==> config.mk <==
export PLATFORM = sky130hd
export DESIGN_NAME = ac_motor_deadtime_multi
export DESIGN_NICKNAME = d
export VERILOG_FILES = /design/src/rtl/ac_motor_pkg.sv /design/src/rtl/ac_motor_deadtime_channel.sv /design/src/rtl/ac_motor_deadtime_multi.sv
export SDC_FILE = /design/constraint.sdc
export NUM_CORES = 1
export LEC_CHECK = 0
export CORE_ASPECT_RATIO = 1.25
export CORE_UTILIZATION = 55
export DETAILED_ROUTE_END_ITERATION = 7
export PLACE_DENSITY = 0.81
export REMOVE_ABC_BUFFERS = 1
export SETUP_SLACK_MARGIN = 0.3
export SLEW_MARGIN = 0
export SYNTH_ARGS = -nofsm -noshare
export SYNTH_HDL_FRONTEND = slang
export SYNTH_SLANG_ARGS = --single-unit
==> constraint.sdc <==
create_clock -name clk -period 3.2 [get_ports clk]
set_clock_uncertainty 0.05 [all_clocks]
set_input_delay 0.64 -clock clk [delete_from_list [all_inputs] [get_ports clk]]
set_output_delay 0.64 -clock clk [all_outputs]
set_load 0.02 [all_outputs]
==> src/rtl/ac_motor_pkg.sv <==
// Shared types for the multi-leg dead-time generator.
// Holds the per-leg state encoding and small decode helpers.
package ac_motor_pkg;

    localparam logic [2:0] ST_ALL_OFF      = 3'd0;
    localparam logic [2:0] ST_LOW_ON       = 3'd1;
    localparam logic [2:0] ST_DEAD_TO_HIGH = 3'd2;
    localparam logic [2:0] ST_HIGH_ON      = 3'd3;
    localparam logic [2:0] ST_DEAD_TO_LOW  = 3'd4;

    typedef enum logic [2:0] {
        ALL_OFF      = ST_ALL_OFF,
        LOW_ON       = ST_LOW_ON,
        DEAD_TO_HIGH = ST_DEAD_TO_HIGH,
        HIGH_ON      = ST_HIGH_ON,
        DEAD_TO_LOW  = ST_DEAD_TO_LOW
    } ch_state_e;

    function automatic logic is_dead(input ch_state_e s);
        return (s == DEAD_TO_HIGH) || (s == DEAD_TO_LOW);
    endfunction

endpackage

==> src/rtl/ac_motor_deadtime_channel.sv <==
// One half-bridge leg: state machine plus dead-time down-counter.
// Gate outputs are registered decodes of the state, so they lag it by one edge.
module ac_motor_deadtime_channel
    import ac_motor_pkg::*;
#(
    parameter int DELAY_W = 11
) (
    input  logic               clk,
    input  logic               rst_n,
    input  logic               run,
    input  logic [DELAY_W-1:0] delay_rise,
    input  logic [DELAY_W-1:0] delay_fall,
    input  logic               s_in,
    output logic               s_high,
    output logic               s_low,
    output logic               busy
);

    ch_state_e          state;
    logic [DELAY_W-1:0] cnt;
    logic               cnt_done;

    // A count of 0 or 1 both end the interval, giving max(D,1) cycles.
    assign cnt_done = (cnt <= DELAY_W'(1));
    assign busy     = is_dead(state);

    // Leg state, dead-time counter and registered gate drives.
    always_ff @(posedge clk or negedge rst_n) begin
        if (!rst_n) begin
            state  <= ALL_OFF;
            cnt    <= '0;
            s_high <= 1'b0;
            s_low  <= 1'b0;
        end else begin
            s_high <= (state == HIGH_ON);
            s_low  <= (state == LOW_ON);
            if (!run) begin
                state <= ALL_OFF;
                cnt   <= '0;
            end else begin
                unique case (state)
                    ALL_OFF: begin
                        state <= s_in ? DEAD_TO_HIGH : DEAD_TO_LOW;
                        cnt   <= s_in ? delay_rise : delay_fall;
                    end
                    LOW_ON: begin
                        if (s_in) begin
                            state <= DEAD_TO_HIGH;
                            cnt   <= delay_rise;
                        end
                    end
                    HIGH_ON: begin
                        if (!s_in) begin
                            state <= DEAD_TO_LOW;
                            cnt   <= delay_fall;
                        end
                    end
                    DEAD_TO_HIGH: begin
                        if (!s_in) begin
                            state <= LOW_ON;
                            cnt   <= '0;
                        end else if (cnt_done) begin
                            state <= HIGH_ON;
                            cnt   <= '0;
                        end else begin
                            cnt <= cnt - DELAY_W'(1);
                        end
                    end
                    DEAD_TO_LOW: begin
                        if (s_in) begin
                            state <= HIGH_ON;
                            cnt   <= '0;
                        end else if (cnt_done) begin
                            state <= LOW_ON;
                            cnt   <= '0;
                        end else begin
                            cnt <= cnt - DELAY_W'(1);
                        end
                    end
                    default: begin
                        state <= ALL_OFF;
                        cnt   <= '0;
                    end
                endcase
            end
        end
    end

endmodule

==> src/rtl/ac_motor_deadtime_multi.sv <==
// Multi-leg dead-time generator; one independent channel per bridge leg.
// Define AC_MOTOR_DT_FAULT_EN to add the latched fault_n shutdown path.
module ac_motor_deadtime_multi
    import ac_motor_pkg::*;
#(
    parameter int CHANNELS = 3,
    parameter int DELAY_W  = 11
) (
    input  logic                clk,
    input  logic                rst_n,
    input  logic                enable,
    input  logic [DELAY_W-1:0]  delay_rise,
    input  logic [DELAY_W-1:0]  delay_fall,
    input  logic [CHANNELS-1:0] s_in,
    output logic [CHANNELS-1:0] s_high,
    output logic [CHANNELS-1:0] s_low,
`ifdef AC_MOTOR_DT_FAULT_EN
    output logic [CHANNELS-1:0] busy,
    input  logic                fault_n,
    output logic                fault_latched
`else
    output logic [CHANNELS-1:0] busy
`endif
);

    logic run;

`ifdef AC_MOTOR_DT_FAULT_EN
    logic fault_q;

    // Sticky fault flag; only reset clears it.
    always_ff @(posedge clk or negedge rst_n) begin
        if (!rst_n) begin
            fault_q <= 1'b0;
        end else if (!fault_n) begin
            fault_q <= 1'b1;
        end
    end

    assign fault_latched = fault_q;
    // The sampling edge of a fault already parks every leg.
    assign run = enable & fault_n & ~fault_q;
`else
    assign run = enable;
`endif

    for (genvar i = 0; i < CHANNELS; i++) begin : g_ch
        ac_motor_deadtime_channel #(
            .DELAY_W(DELAY_W)
        ) u_ch (
            .clk       (clk),
            .rst_n     (rst_n),
            .run       (run),
            .delay_rise(delay_rise),
            .delay_fall(delay_fall),
            .s_in      (s_in[i]),
            .s_high    (s_high[i]),
            .s_low     (s_low[i]),
            .busy      (busy[i])
        );
    end

endmodule

## After elaboration in Yosys (flattened, before gate mapping)

Index checks and enable logic that the tools add are counted.

| operators by class | value |
|---|---|
| reduce and logical (&&, ||, !) cells | 12 |
| $add $sub $neg | 3 |
| magnitude comparators | 3 |
| multiplexer cells | 51 |
| equality and inequality tests | 24 |

Operators by type and width:

| cell | number |
|---|---|
| 2-to-1 mux 11 bit | 21 |
| case mux 11 bit (5 select lines) | 3 |
| 2-to-1 mux 3 bit | 24 |
| case mux 3 bit (5 select lines) | 3 |
| <= comparator 11 x 1 -> 1 bit (second input constant) | 3 |
| subtractor 11 x 1 -> 11 bit (second input constant) | 3 |
| inequality test 4 x 3 -> 1 bit (second input constant) | 6 |
| equality test 3 x 2 -> 1 bit (second input constant) | 6 |
| inequality test 3 bit (second input constant) | 6 |
| AND reduction 4 bit | 3 |
| equality test 3 x 1 -> 1 bit (second input constant) | 3 |
| equality test 3 bit (second input constant) | 3 |
| zero test 3 bit | 3 |
| AND reduction 2 bit | 3 |
| logical OR 1 bit | 3 |

| storage, ports and cells | value |
|---|---|
| logic and storage cells | 105 |
| bits in registers | 48 |
| bits of input ports | 28 |
| output and inout bits | 9 |

## Depth between registers and ports, before layout

Gate-level depths: netlist of run 1.

| depth | value |
|---|---|
| word-level depth | 5 |
| depth in mapped cells | 8 |
| depth with buffers taken out | 7 |

## Cells and area by module

Synthesis of run 1 repeated with hierarchy kept, for this count alone.

| second synthesis, totals | value |
|---|---|
| cells, all modules | 443 |
| area total of the unflattened synthesis | 3807.4 um^2 |

Modules (own cells, without submodules):

| module | instances | cells an instance | sequential area each (um^2) | area an instance (um^2) |
|---|---|---|---|---|
| ac_motor_deadtime_channel (g_ch[0].u_ch ...) | 2 | 160 | 400.4 | 1353.8 |
| ac_motor_deadtime_channel (g_ch[2].u_ch) | 1 | 123 | 400.4 | 1099.8 |

## Least setup slack after synthesis of run 1

OpenSTA, ideal clock, no wires.

| path | value |
|---|---|
| path kind | input to register |
| from | input port s_in[1] |
| to | register g_ch[1].u_ch.cnt[6] |
| library setup time | 0.087 ns |
| required time | 3.063 ns |
| path buffers | 1 |
| slack | 0.911 ns |
| stages on the path | 6 |
| arrival | 2.152 ns |
| cells stage by stage | clkbuf_1 > or3b_2 > a21oi_1 > o21ai_4 > or4_1 > o211ai_1 |

| between the ends | value |
|---|---|
| word-level cells in the longest chain between the ends | 3 |
| elaborated cells on any way between the ends | 8 |
| classes of those cells | eq/ne: 2; mux: 5; reduce/logical: 1 |

RTL lines:

| item | RTL line | source |
|---|---|---|
| start: declaration | ac_motor_deadtime_multi.sv:14 | `input logic [CHANNELS-1:0] s_in,` |
| 2-to-1 mux 11 bit (on tied branches) | ac_motor_deadtime_channel.sv:70, ac_motor_deadtime_channel.sv:44, ac_motor_deadtime_channel.sv:59 |  |
| case mux 11 bit (5 select lines) | ac_motor_deadtime_channel.sv:41 | `unique case (state)` |
| 2-to-1 mux 11 bit | ac_motor_deadtime_channel.sv:37 | `if (!run) begin` |
| end signal: assignment | ac_motor_deadtime_channel.sv:44 | `cnt <= s_in ? delay_rise : delay_fall;` |
| end signal: assignment | ac_motor_deadtime_channel.sv:49 | `cnt <= delay_rise;` |
| end signal: assignment | ac_motor_deadtime_channel.sv:77 | `cnt <= cnt - DELAY_W'(1);` |
| end: declaration | ac_motor_deadtime_channel.sv:20 | `logic [DELAY_W-1:0] cnt;` |

Several ways; a longest one is shown, not always the timed one.
A chain may end at the register's enable or synchronous reset.

## Final worst setup path of run 1

| path | value |
|---|---|
| from | input port s_in[2] |
| to | register g_ch[2].u_ch.cnt[8] |

| between the ends | value |
|---|---|
| word-level cells in the longest chain between the ends | 3 |
| elaborated cells on any way between the ends | 8 |
| classes of those cells | eq/ne: 2; mux: 5; reduce/logical: 1 |

RTL lines:

| item | RTL line |
|---|---|
| 2-to-1 mux 11 bit (on tied branches) | ac_motor_deadtime_channel.sv:70, ac_motor_deadtime_channel.sv:44, ac_motor_deadtime_channel.sv:59 |
| case mux 11 bit (5 select lines) | ac_motor_deadtime_channel.sv:41 |
| 2-to-1 mux 11 bit | ac_motor_deadtime_channel.sv:37 |
| end signal: assignment | ac_motor_deadtime_channel.sv:44 |
| end signal: assignment | ac_motor_deadtime_channel.sv:49 |
| end signal: assignment | ac_motor_deadtime_channel.sv:77 |
| end: declaration | ac_motor_deadtime_channel.sv:20 |

Several ways; a longest one is shown, not always the timed one.

==> results of run 1 <==
==> synthesized netlist by cell type (2+ instances only) <==
library cell | number | area, µm²
a211o_1 | 4 | 35.0
a211oi_1 | 6 | 45.0
a21oi_1 | 16 | 80.1
a221o_1 | 2 | 20.0
a22o_1 | 11 | 96.3
a22oi_1 | 32 | 240
a2bb2oi_1 | 13 | 114
a32oi_1 | 2 | 17.5
and2_1 | 6 | 37.5
and3_1 | 6 | 37.5
buf_1 | 3 | 11.3
buf_4 | 9 | 67.6
clkbuf_1 | 25 | 93.8
dfrtp_1 | 48 | 1200
ha_1 | 6 | 75.1
inv_1 | 11 | 41.3
mux2_2 | 16 | 180
mux2i_1 | 8 | 80.1
nand2_1 | 42 | 158
nand2b_1 | 8 | 50.1
nand3_1 | 7 | 35.0
nand3b_1 | 3 | 22.5
nand4_1 | 3 | 18.8
nor2_1 | 29 | 109
nor2b_1 | 7 | 43.8
nor3_1 | 15 | 75.1
nor3b_1 | 3 | 22.5
nor4_1 | 5 | 31.3
o211ai_1 | 4 | 30.0
o21a_1 | 2 | 15.0
o21ai_0 | 26 | 130
o21ai_1 | 6 | 30.0
o21bai_1 | 3 | 22.5
o221ai_1 | 4 | 35.0
o22a_1 | 2 | 17.5
o22ai_1 | 6 | 37.5
o31a_1 | 2 | 17.5
o31ai_1 | 5 | 37.5
o32ai_1 | 2 | 17.5
or2_2 | 2 | 12.5
or3_1 | 6 | 37.5
or3b_2 | 3 | 26.3
or4_1 | 4 | 30.0
xnor2_1 | 8 | 70.1
==> cells by family after synthesis <==
logic type / Yosys count / synth area share (%)
AOI/OAI and AO/OA: 156 / 30.0
and+or+nand+nor: 150 / 20.4
buffers and inverters: 51 / 6.28
DFF: 48 / 32.2
muxes: 24 / 6.99
xor gates and xnor gates: 9 / 2.12
adders and majority gates: 6 / 2.02
==> layout make-up <==
cell class	count	area share (%)
multi-input cells	345	55.0
repair buffers	48	10.6
well taps	87	2.61
clock buffers	6	1.74
flip-flops and latches	48	28.8
clock inverters	1	0.120
inverters	12	1.08
==> path summary, 6_finish.rpt <==
path | start | to | slack, ns | depth (start not counted)
worst max-delay path | s_in[2] | g_ch[2].u_ch.cnt[8] | 0.55 | 6
worst min-delay path | rst_n | g_ch[1].u_ch.s_low | 0.27 | 1
worst max register to register | g_ch[1].u_ch.cnt[5] | g_ch[1].u_ch.cnt[8] | 0.58 | 5
worst min register to register | g_ch[0].u_ch.state[1] | g_ch[0].u_ch.s_low | 0.45 | 1
max in group asynchronous | rst_n | g_ch[2].u_ch.cnt[4] | 2.07 | 2
min in group clk | g_ch[0].u_ch.state[1] | g_ch[0].u_ch.s_low | 0.45 | 1
==> metal layers <==
metal	part of all wire, %	wire, µm
met5	0	0
met4	1.8	176
met3	4.7	452
met2	48	4570
met1	45	4340
==> power groups by stage <==
| stage | combinational, W | clock (W) | sequential, W |
|---|---|---|---|
| after floorplan | 0.000486 | 0 | 0.000787 |
| after global placement | 0.000712 | 0 | 0.000787 |
| after detailed placement | 0.000729 | 0 | 0.000789 |
| after CTS | 0.000732 | 0.000362 | 0.000778 |
| after global routing | 0.000818 | 0.000382 | 0.000795 |
| final | 0.000739 | 0.000347 | 0.000781 |
==> through the flow <==
step | util (%) | hold WS, ns | area (µm²) | total power [W] | std cells
after global routing | 63.4 | 0.316 | 4170 | 0.00199 | 547
after floorplan | - | 0.294 | 3540 | 0.00127 | 405
after CTS | 63.4 | 0.289 | 4160 | 0.00187 | 546
after global placement | 62.2 | 0.422 | 4080 | 0.00150 | 539
final | 63.4 | 0.273 | 4170 | 0.00187 | 547
after detailed placement | 62.2 | 0.439 | 4080 | 0.00152 | 539
==> sequential cells by signal, summed over array words and instances (netlist names) <==
signal	cells
g_ch.u_ch.cnt	33
g_ch.u_ch.state	9
g_ch.u_ch.s_low	3
g_ch.u_ch.s_high	3
==> critical path, stage by stage <==
cell and delay (ns):
clkdlybuf4s50_1 0.51, or3b_2 0.50, a211oi_1 0.46, nand2_1 0.27, nor4_1 0.32, a211o_1 0.14
==> flow_summary.toml, run 1 <==
[outcome]
status = "complete, no violations"

[clock_network]
root_buffer = "clkbuf_8"
clk_pin_slew_ns = 0.09
cts_tree = "yes"
cts_buffers = 5
insertion_delay_ns = 0.30
clock_sinks = 48
cts_setup_buffers = 0
ctsResizeCount = 0
cts_buffer_depth = 2
hold_buffers = 0
htreeDepth = 2

[logic_synthesis]
synth_warnings = 0
synth_area_mm2 = 0.00372
syn_avg_cell_area_um2 = 8.39
synthFlopType = "dfrtp_1"
synth_enable_flop_cells = 0
synthArstFlopShare_pct = 100
synth_seq_cells = 48
ys_seq_area_share_pct = 32.2
ys_types = 57
synth_cells = 444

[global_routing]
grt_overflow = 0
grt_pass1_wl_mm = 15.4
grt_util_all_layers_pct = 28.1
grt_max_degree = 31
grt_util_met2_pct = 44.0
first_global_vias = 3176
antenna_found_initial = 0
grt-busiest-layer = "met2"
use_met3_pct = 4.29
grtUsageMet1_pct = 39.2

[sta]
fin_crit_ns = 2.65
finalHoldViolCount = 0
totalNegativeSetupSlack_ns = 0
max_freq_mhz = 378
setup_viol = 0
slew_headroom_pct = 57.2
setup_slack_ns = 0.554
period_share_pct = 82.7
worst_pin_slew_ns = 0.639
rsz0062_at_grt = "false"
report.final.slew_viol_count = 0

[finish]
final_common_cell = "dfrtp_1"
drive_gt1_share_pct = 9.35
antennaDiodeCount = 0
seqCellArea_mm2 = 0.00120
nets = 494
nFillCells = 562
multi_input_area_mm2 = 0.00229
syn_to_final_growth_pct = 11.8
final_cell_mix = "dfrtp_1 (48), nand2_1 (42), clkdlybuf4s50_1 (35), a22oi_1 (32), nor2_1 (29)"

[critical_path]
crit_fanout = 8
cp-end-kind = "flop"
crit_type = "input pin to flop"
worstPathArrival_ns = 2.84
critPathRequiredTime_ns = 3.39
critical_path.startpoint_type = "input pin"

[floorplanning]
die_area_mm2 = 0.00711
die_h_um = 94.0
ios = 37
num_rows = 33
coreArea_mm2 = 0.00657
initial_core_util_pct = 56.7
die_x_um = 75.6

[power]
irDropWorstVdd_mv = 0.294
cellPowerDensity_mw_per_mm2 = 448
power.leakage_nw = 1.73
cell_internal_pwr_w = 0.00116
pwr-share-seq_pct = 41.8
power_frac_comb_pct = 39.6
switching_power_w = 0.000710
clkPwrFrac_pct = 18.6
swShare_pct = 38.0

[routing]
wl_per_cell_um = 17.4
first_iter_violations = 298
drcViolationCount = 0
routed_wl_mm = 9.54
first_pass_iters = 6
vias = 3571
antenna_left = 0
avgViaCountPerCell = 6.53

[placement]
gp_congestion = 0.914
place_hpwl_mm = 6.81
dpl_worst_slack_ns = 0.153
io_buffers = 36

[job]
drv_cap = 0

[hold_path]
hp-class = "input pin to async pin"
Note: power is estimated with default switching activity, not from simulation.
==> run 2, diff against run 1 <==
clock period = 2.5 ns   (was 3.2 ns; I/O delays follow)
==> run 2 against run 1 <==
Clock power grew 82%. Die area unchanged. Register-to-register slack got worse by 0.32 ns. Flip-flop and latch count stayed put. Highest routed layer unchanged.
==> flow_summary.toml, run 2 (synthesis gave the netlist of run 1 again) <==
[power]
cell_internal_pwr_w = 0.00171
clkPwrFrac_pct = 23.5
cellPowerDensity_mw_per_mm2 = 602
switching_power_w = 0.000975
power_frac_comb_pct = 39.6
pwr-share-seq_pct = 36.9
irDropWorstVdd_mv = 0.366
swShare_pct = 36.3
power.leakage_nw = 1.90

[job]
drv_cap = 0

[clock_network]
root_buffer = "clkbuf_8"
clock_sinks = 48
cts_tree = "yes"
cts_buffers = 5
cts_buffer_depth = 2
clk_pin_slew_ns = 0.09
hold_buffers = 0
insertion_delay_ns = 0.31
htreeDepth = 2

[floorplanning]
die_h_um = 94.0
coreArea_mm2 = 0.00657
ios = 37
initial_core_util_pct = 56.7
num_rows = 33
die_x_um = 75.6
die_area_mm2 = 0.00711

[global_routing]
grt_max_degree = 29
antenna_found_initial = 0
first_global_vias = 3287
grt_overflow = 0
grt_util_all_layers_pct = 29.6
grt_pass1_wl_mm = 15.8

[sta]
totalNegativeSetupSlack_ns = 0
fin_crit_ns = 2.24
finalHoldViolCount = 0
report.final.slew_viol_count = 0
worst_pin_slew_ns = 0.688
rsz0062_at_grt = "true"
max_freq_mhz = 447
period_share_pct = 89.5
finalHoldWorstSlack_ns = 0.115
setup_viol = 0
slew_headroom_pct = 53.7

[finish]
drive_gt1_share_pct = 16.5
largest_reg_flops = 33
syn_to_final_growth_pct = 19.6
final_common_cell = "dfrtp_1"
finalInstanceArea_mm2 = 0.00446
final_core_util_pct = 67.9
reg_top3 = "g_ch.u_ch.cnt x33, g_ch.u_ch.state x9"
top_register = "g_ch.u_ch.cnt"
antennaDiodeCount = 0
final_cell_mix = "dfrtp_1 (47), nand2_1 (40), a22oi_1 (32), clkdlybuf4s50_1 (32), nor2_1 (28)"
nets = 513

[outcome]
status = "complete, no violations"

[critical_path]
crit_type = "flop to flop"
cp-end-kind = "flop"
reg2reg_depth = 6
r2r_setup_slack_ns = 0.26
cp-startpoint = "g_ch[1].u_ch.cnt[3]"
critPathRequiredTime_ns = 2.63
r2r_end = "g_ch[1].u_ch.cnt[5]"
crit_fanout = 5
worstPathArrival_ns = 2.36
critical_path.startpoint_type = "flop"
r2r_start = "g_ch[1].u_ch.cnt[3]"

[routing]
first_iter_violations = 284
avgViaCountPerCell = 6.46
first_pass_iters = 5
drcViolationCount = 0
routed_wl_mm = 9.90
vias = 3665
wl_per_cell_um = 17.5
antenna_left = 0

[placement]
placed_area_mm2 = 0.00424
gp_congestion = 0.889
io_buffers = 36
place_hpwl_mm = 7.03

[hold_path]
hp-class = "input pin to async pin"
[run 2: power by group through the flow]
stage	Clock, W	Combinational, W	Sequential (W)
final	0.000631	0.00106	0.000991
after global routing	0.000665	0.00116	0.00101
after CTS	0.000634	0.00103	0.000986
after detailed placement	0	0.00100	0.00100
after global placement	0	0.000980	0.000997
after floorplan	0	0.000622	0.00101
[run 2: metrics by stage]
step,cells,power (W),worst slack [ns]
6_report,567,0.00268,0.262
3_3_place_gp,556,0.00198,0.0337
4_1_cts,567,0.00265,0.222
5_1_grt,567,0.00283,0.224
3_5_place_dp,556,0.00200,0.00591
2_1_floorplan,405,0.00163,0.195
[run 2: critical path, stage by stage (launching register included)]
cell,delay [ns]
dfrtp_1,0.41
or4_4,0.52
or4_4,0.48
o21ai_4,0.21
buf_6,0.14
nand2b_4,0.16
o221ai_1,0.13
[run 2: worst max-delay path by stage]
stage / to / slack [ns] / cells after the start
6_report: g_ch[1].u_ch.cnt[5] / 0.26 / 6
5_1_grt: g_ch[1].u_ch.cnt[5] / 0.22 / 6
4_1_cts: g_ch[1].u_ch.cnt[6] / 0.22 / 7
3_5_place_dp: g_ch[1].u_ch.cnt[8] / 0.006 / 7
3_3_place_gp: g_ch[1].u_ch.cnt[6] / 0.03 / 6
2_1_floorplan: g_ch[1].u_ch.cnt[5] / 0.20 / 5
[run 2: what timing repair did]
action | in CTS | in global routing
pin swaps | 2 | 6
setup endpoints to repair | 14 | 26
resized for setup | 9 | 12
buffers inserted | 3 | 0
[run 2: per-layer routing]
| layer | routed length (µm) | global-route usage [%] |
|---|---|---|
| met1 | 4260 | 39.0 |
| met2 | 4910 | 47.8 |
| met3 | 525 | 5.15 |
| met4 | 198 | 11.3 |
| met5 | 0 | 0 |
[run 2: area by class of cell]
cell class	instances	area [µm²]
timing repair buffer	67	621
clock inverter	1	30.0
inverter	12	45.0
clock buffer	7	96.3
sequential	48	1200
fill	544	2110
tap	87	109
multi-input combinational	345	2350
==> run 3, diff against run 2 <==
CORE_MARGIN = 10   (was unset)
MAX_ROUTING_LAYER = met4   (was unset)
==> run 3 against run 2 <==
Final area up 1.3%. Global-route usage shrank 9.5 points. Combinational power rose by 5%. Fmax fell by 6.1%. Critical path type unchanged. Critical endpoint is now g_ch[1].u_ch.cnt[9].
==> flow_summary.toml, run 3 (synthesis gave the netlist of run 1 again) <==
[finish]
syn_to_final_growth_pct = 21.2
finalInstanceArea_mm2 = 0.00452
top_register = "g_ch.u_ch.cnt"
antennaDiodeCount = 0
nets = 518
seqCellArea_mm2 = 0.00120
final_core_util_pct = 68.8
fin_cells = 572
reg_top3 = "g_ch.u_ch.cnt x33, g_ch.u_ch.state x9"
multi_input_area_mm2 = 0.00240
final_cell_mix = "dfrtp_1 (48), nand2_1 (40), a22oi_1 (32), clkdlybuf4s50_1 (32), buf_4 (32)"
largest_reg_flops = 33
nFillCells = 516
drive_gt1_share_pct = 18.1
final_common_cell = "dfrtp_1"

[power]
swShare_pct = 37.4
cell_internal_pwr_w = 0.00167
total_power_w = 0.00267
clkPwrFrac_pct = 21.1
cellPowerDensity_mw_per_mm2 = 591
switching_power_w = 0.000999
pwr-share-seq_pct = 37.4
power.leakage_nw = 1.93
irDropWorstVdd_mv = 0.367
power_frac_comb_pct = 41.6

[critical_path]
critPathRequiredTime_ns = 2.70
r2r_setup_slack_ns = 0.12
r2r_end = "g_ch[1].u_ch.cnt[9]"
crit_fanout = 4
critical_path.startpoint_type = "flop"
r2r_start = "g_ch[1].u_ch.cnt[5]"
cp-end-kind = "flop"
worstPathArrival_ns = 2.58
crit_type = "flop to flop"
reg2reg_depth = 6

[clock_network]
clock_sinks = 48
cts_buffers = 5
clk_pin_slew_ns = 0.09
insertion_delay_ns = 0.30
cts_tree = "yes"
htreeDepth = 2
cts_buffer_depth = 2
hold_buffers = 0
root_buffer = "clkbuf_8"

[sta]
period_share_pct = 95.3
rsz0062_at_grt = "true"
finalHoldViolCount = 0
report.final.slew_viol_count = 0
worst_pin_slew_ns = 0.626
finalHoldWorstSlack_ns = 0.148
slew_headroom_pct = 58.3
max_freq_mhz = 420
setup_viol = 0
fin_crit_ns = 2.38

[global_routing]
grt_max_degree = 26
grt_util_all_layers_pct = 20.1
first_global_vias = 3437
grt_overflow = 0
antenna_found_initial = 0
grt_pass1_wl_mm = 17.2

[routing]
antenna_left = 0
first_iter_violations = 453
routed_wl_mm = 10.8
wl_per_cell_um = 18.9
first_pass_iters = 6
avgViaCountPerCell = 6.51
drcViolationCount = 0
vias = 3725

[floorplanning]
num_rows = 33
coreArea_mm2 = 0.00657
initial_core_util_pct = 56.7
die_x_um = 93.6
die_area_mm2 = 0.0105
die_h_um = 112
ios = 37

[placement]
placed_area_mm2 = 0.00425
gp_congestion = 0.940
io_buffers = 36
place_hpwl_mm = 7.67
place_inst = 559

[outcome]
status = "complete, no violations"

[hold_path]
hp-class = "input pin to async pin"

[job]
drv_cap = 0
-- run 3: routing by layer --
layer / GRT usage (%) / wire length, µm / up-vias
met3: 3.20 / 592 / 26
met5: - / 0 / -
met4: 4.87 / 243 / 0
met2: 32.7 / 5400 / 167
li1: - / - / 1740
met1: 25.5 / 4560 / 1792
-- run 3: timing repair --
action | 4_1_cts | 5_1_grt
pin swaps | 2 | 9
endpoints found under the setup margin | 12 | 27
buffers inserted | 2 | 2
gates resized for setup | 9 | 22
cloned | 1 | 0
-- run 3: final cells by class --
type,count,share of cell area [%]
multi-input combinational,345,53.2
tap,87,2.41
clock buffer,6,1.61
sequential,48,26.6
inverter,12,0.998
clock inverter,2,0.776
timing repair buffer,72,14.4
-- run 3: per-stage QoR --
| stage | setup WS (ns) | TNS (ns) |
|---|---|---|
| 3_3_place_gp | -0.0166 | -0.0487 |
| 3_5_place_dp | -0.0892 | -0.217 |
| 2_1_floorplan | 0.195 | 0 |
| 4_1_cts | 0.142 | 0 |
| 6_report | 0.117 | 0 |
| 5_1_grt | 0.0998 | 0 |
-- run 3: how the worst max path moves through the flow --
stage,cells past startpoint,end,slack [ns],from
detailed placement,7,g_ch[1].u_ch.cnt[7],-0.09,s_in[1]
global route,6,g_ch[1].u_ch.cnt[9],0.1,g_ch[1].u_ch.cnt[5]
floorplan,5,g_ch[1].u_ch.cnt[5],0.20,g_ch[1].u_ch.cnt[5]
global placement,7,g_ch[1].u_ch.cnt[8],-0.02,s_in[1]
finish,6,g_ch[1].u_ch.cnt[9],0.12,g_ch[1].u_ch.cnt[5]
CTS,6,g_ch[1].u_ch.cnt[9],0.14,g_ch[1].u_ch.cnt[5]
-- run 3: power by group through the flow --
stage               Combinational [W]  Clock [W]  Sequential (W)
finish                        0.00111   0.000562        0.000997
global route                  0.00121   0.000603         0.00101
CTS                           0.00104   0.000571        0.000991
detailed placement            0.00102          0         0.00100
global placement             0.000988          0        0.000999
floorplan                    0.000622          0         0.00101
-- run 3: worst max-delay path: stages, from the launching register on --
cell and delay [ns]:
dfrtp_1 0.40, or4_4 0.54, or4_4 0.47, buf_4 0.17, or4_1 0.42, o21ai_1 0.13
a22o_1 0.15
